--- config.mk ---
export PLATFORM = sky130hd
export DESIGN_NAME = irq_decoder_x2_o4
export DESIGN_NICKNAME = d
export VERILOG_FILES = /design/src/rtl/irq_decoder_x2_o4_pkg.sv /design/src/rtl/irq_decoder_x2_o4_dec.sv /design/src/rtl/irq_decoder_x2_o4.sv
export SDC_FILE = /design/constraint.sdc
export NUM_CORES = 1
export LEC_CHECK = 0
export BUFFER_PORTS_ARGS = -buffer_cell sky130_fd_sc_hd__buf_2
export CORE_MARGIN = 2
export CORE_UTILIZATION = 30
export CTS_CLUSTER_SIZE = 10
export DETAILED_ROUTE_END_ITERATION = 7
export PLACE_DENSITY = 0.55
export SLEW_MARGIN = 5
export SYNTH_ARGS = -nofsm -noshare
export SYNTH_HDL_FRONTEND = slang
export SYNTH_HIERARCHICAL = 1
export SYNTH_SLANG_ARGS = --single-unit
export TNS_END_PERCENT = 5
--- constraint.sdc ---
create_clock -name i_clk -period 4.17 [get_ports i_clk]
set_input_delay 0.2085 -clock i_clk [delete_from_list [all_inputs] [get_ports i_clk]]
set_output_delay 0.2085 -clock i_clk [all_outputs]
set_load 0.01 [all_outputs]
--- src/rtl/irq_decoder_x2_o4_pkg.sv ---
// irq_decoder_x2_o4_pkg: shared widths, limits and state encoding for the interrupt decoder
package irq_decoder_x2_o4_pkg;
  localparam int VEC_W = 2;
  localparam int N_SRC = 4;
  localparam int CNT_W = 8;
  localparam logic [CNT_W-1:0] CNT_MAX = 8'd255;
  typedef enum logic [1:0] {IDLE = 2'd0, REQ = 2'd1, SERVICE = 2'd2, CLEAR = 2'd3} state_t;
endpackage

--- src/rtl/irq_decoder_x2_o4_dec.sv ---
// dec_x2_o4: combinational binary-to-one-hot decode of the latched vector
module dec_x2_o4
  import irq_decoder_x2_o4_pkg::*;
(
  input  logic [VEC_W-1:0] vec,
  output logic [N_SRC-1:0] onehot
);
  always_comb onehot = N_SRC'(1) << vec;
endmodule

--- src/rtl/irq_decoder_x2_o4.sv ---
// irq_decoder_x2_o4: offers the highest pending request to the CPU and tracks its service
module irq_decoder_x2_o4
  import irq_decoder_x2_o4_pkg::*;
(
  input  logic             i_clk,
  input  logic             i_rst,
  input  logic [VEC_W-1:0] i_addr,
  input  logic             i_zero,
  input  logic             i_ack,
  input  logic             i_eoi,
  output logic             o_irq,
  output logic [VEC_W-1:0] o_vector,
  output logic [N_SRC-1:0] o_grant,
  output logic [N_SRC-1:0] o_clr,
  output logic             o_busy,
  output logic [CNT_W-1:0] o_count
);
  state_t state_q, state_d;
  logic [VEC_W-1:0] vec_d;
  logic [N_SRC-1:0] grant_d, clr_d, onehot;
  logic [CNT_W-1:0] cnt_d;
  dec_x2_o4 u_dec (.vec(o_vector), .onehot(onehot));
  always_comb begin
    state_d = state_q;
    vec_d   = o_vector;
    grant_d = o_grant;
    clr_d   = '0;
    cnt_d   = o_count;
    case (state_q)
      IDLE: begin
        state_d = i_zero ? IDLE : REQ;
        vec_d   = i_zero ? o_vector : i_addr;
      end
      REQ: begin
        state_d = i_ack ? SERVICE : (i_zero ? IDLE : REQ);
        vec_d   = (!i_ack && !i_zero && i_addr > o_vector) ? i_addr : o_vector;
        grant_d = i_ack ? onehot : o_grant;
      end
      SERVICE: begin
        state_d = i_eoi ? CLEAR : SERVICE;
        clr_d   = i_eoi ? onehot : '0;
        grant_d = i_eoi ? '0 : o_grant;
        cnt_d   = (i_eoi && o_count != CNT_MAX) ? o_count + 1'b1 : o_count;
      end
      default: state_d = IDLE;
    endcase
  end
  always_ff @(posedge i_clk) begin
    if (i_rst) begin
      state_q  <= IDLE;
      o_irq    <= 1'b0;
      o_vector <= '0;
      o_grant  <= '0;
      o_clr    <= '0;
      o_busy   <= 1'b0;
      o_count  <= '0;
    end else begin
      state_q  <= state_d;
      o_irq    <= state_d == REQ;
      o_vector <= vec_d;
      o_grant  <= grant_d;
      o_clr    <= clr_d;
      o_busy   <= state_d != IDLE;
      o_count  <= cnt_d;
    end
  end
endmodule

==> impl_results.md <==
* Routed wire length at 2120 um
* Final hold vios at 0
* Req. time, crit path at 4.37 ns
* Initial Util at 0.312
* FMAX at 0.628 GHz
* CP arrival at 1.79 ns
* Worst Setup Start Kind: flip-flop
* Reg clk slew, reported paths at 0.13 ns
* RD Place Congestion at 0.766
* Layout Skew at 0.00602 ns
* Root Driver: clkbuf_4
* Initial antenna violation count at 0
* Hold Crit Start: i_addr[1]
* DRC Markers at 0
* Register-to-Register Setup Slack at 2.58 ns
* Fraction of the mapped netlist area in adder cells at 0.0357
* Worst-path cell chain: nand3b_2 -> nor4b_4 -> mux2_4
* Count of cell types in the netlist at 36
* Fill cells at 396
* Row count at 21
* Synth Area in XOR/XNOR at 0
* First-pass GRT wire length at 3730 um
* Worst Setup End Kind: flip-flop
* Mux cell area share after synthesis at 0.0571
* Core area at 3360 um^2
* Clock Path Buffers at 2
* Post-synthesis cell area at 1050 um^2
* # H-tree levels at 1
* Die H at 63.2 um
* Buf+Inv Stages, Crit Path at 0
* CP delay by family, top: simple AND/OR/NAND/NOR gates
* Syn. warnings at 6
* Final net count at 145
* Final cell count without fillers at 180
* Dpl cells at 176
* Pin count of the biggest net entering global routing at 17
* Fraction of layout cells with a size suffix above 1 at 0.321
* Die area at 3990 um^2
* Pwr Density at 331 nW/um^2
* Most common cell after layout, fill and taps aside: buf_2
* Reg-to-Reg Start: state_q[0]
* Post-route antenna net violation count at 0
* Vias per Instance at 4.84
* TritonCTS Sinks at 22
* Crit-path max FO at 11
* Cts hold-fix bufs at 0
* Syn_nets at 117
* Final setup fails at 0
* Hold Crit Class: in2reg
* Seq cells post-synth at 22
* Initial DRT Pass Iterations at 4
* Vias in the first global route at 833
* Total track usage at 0.117
* CTS buffer count at 3
* Maximum Capacitance Violations at 0
* PortBufs at 26
* Post-DR wirelength/cell at 11.8 um
* Die width at 63.2 um
* IO Pins at 27
* Slew @ Worst Pin at 0.339 ns
* CTS tree: yes
* Hold EP: o_vector[1]
* DP Wirelength at 1650 um
* EDFF count, synth at 0
* Most used flip-flop cell after synthesis: dfxtp_1
* Commonest non-fill, non-tap cells in the layout: buf_2 (26), dfxtp_1 (22), nand2_1 (13)
* Syn avg cell area at 9.82 um^2
* GRT overflow at 0
* WS Path Type: reg2reg
* CP max stage delay at 0.42 ns
* Simple-gate share of the synthesized area at 0.289
* Min-Delay Path Depth at 3
* CP max stage cell: nand3b_2
* Minimum clock period at 1.59 ns
* # diodes at 0
* Peak VDD IR at 0.138 mV
* RSZ-0062 raised after global routing: no
* Synth Area in Compound Gates at 0.167
* P&R area growth vs syn at 21.1%
* Worst skew pair latency at 0.30 ns
* Slew Limit Fails at 0
* Post-Syn Instances at 107
* Post-CTS sizing at 0
* FF-to-FF path depth at 3
* Final period util at 0.382
* R2r endpoint: o_count[7]
* Status: finished, final reports clean
* Max-Slew Margin vs Limit at 0.773
* Post-CTS setup buffers at 0
* Sequential fraction of the synthesis area at 0.419
* Post-Route Setup TNS at 0 ns
* Leakage power at 0.549 nW
* Fraction of registers with async set or reset after synthesis at 0
* Largest family of logic cells by synthesized area: simple AND/OR/NAND/NOR gates
* DRT iter0 DRCs at 14
* Vias after detailed routing at 872
worst reg2reg max path: stages, from the launching register on:
cell,delay [ns]
dfxtp_1,0.38
nand3b_2,0.42
nor4b_4,0.37
mux2_4,0.31
power breakdown:
| group | switching (mW) | internal [mW] | leakage, nW |
|---|---|---|---|
| clock | 0.0640 | 0.0970 | 0.0279 |
| sequential | 0.00590 | 0.216 | 0.179 |
| combinational | 0.0209 | 0.0170 | 0.343 |
per-layer routing:
layer / track usage / part of all wire
met1: 0.153 / 0.49
met4: 0.0408 / 0.0085
met2: 0.186 / 0.45
met5: 0 / 0
met3: 0.0304 / 0.056
cell families after synthesis:
group | Yosys count
adders and majority gates | 3
DFF | 22
buffers and inverters | 7
muxes | 5
AOI/OAI and AO/OA | 23
and+or+nand+nor | 47
worst max-delay path by stage:
stage	startpoint	to	depth (start not counted)
finish	state_q[0]	o_count[7]	3
global route	state_q[0]	o_count[7]	3
CTS	state_q[0]	o_count[7]	3
detailed placement	state_q[0]	o_count[7]	3
global placement	state_q[0]	o_count[7]	3
floorplan	o_count[0]	o_count[7]	4
synth_stat cells, drive strengths merged, types with 2 or more instances:
cell     count  area (um^2)
dfxtp       22          440
nand2       13         48.8
a21oi       10         61.3
and3         6         42.5
nand3        5         37.5
nor2         5         18.8
nor2b        5         31.3
inv          4         15.0
a211oi       3         22.5
a31oi        3         18.8
ha           3         37.5
mux2i        3         30.0
a2111oi      2         30.0
and2         2         13.8
and3b        2         17.5
and4         2         21.3
clkbuf       2         7.51
mux2         2         30.0
nand3b       2         18.8
registers in the layout, indices dropped and copies added, names as in the netlist:
name	cells
o_busy	1
o_grant	4
o_vector	2
o_irq	1
state_q	2
o_clr	4
o_count	8
per-stage QoR:
stage,power [mW],hold WS [ns],utilization,setup slack (ns),cell area [um^2]
final,0.421,0.150,0.378,2.58,1270
after global routing,0.444,0.153,0.378,2.49,1270
after CTS,0.428,0.138,0.378,2.58,1270
after detailed placement,0.265,0.476,0.363,2.60,1220
after global placement,0.264,0.471,0.363,2.65,1220
after floorplan,0.251,0.285,-,2.70,1050
cell type report:
| type | count | area, um^2 | area share |
|---|---|---|---|
| inverters | 4 | 15.0 | 0.0118 |
| clock buffers | 3 | 22.5 | 0.0177 |
| clock inverters | 1 | 30.0 | 0.0236 |
| flip-flops and latches | 22 | 440 | 0.346 |
| multi-input cells | 78 | 577 | 0.453 |
| well taps | 46 | 57.6 | 0.0452 |
| repair buffers | 26 | 130 | 0.102 |
(Power assumes the default switching activity.)
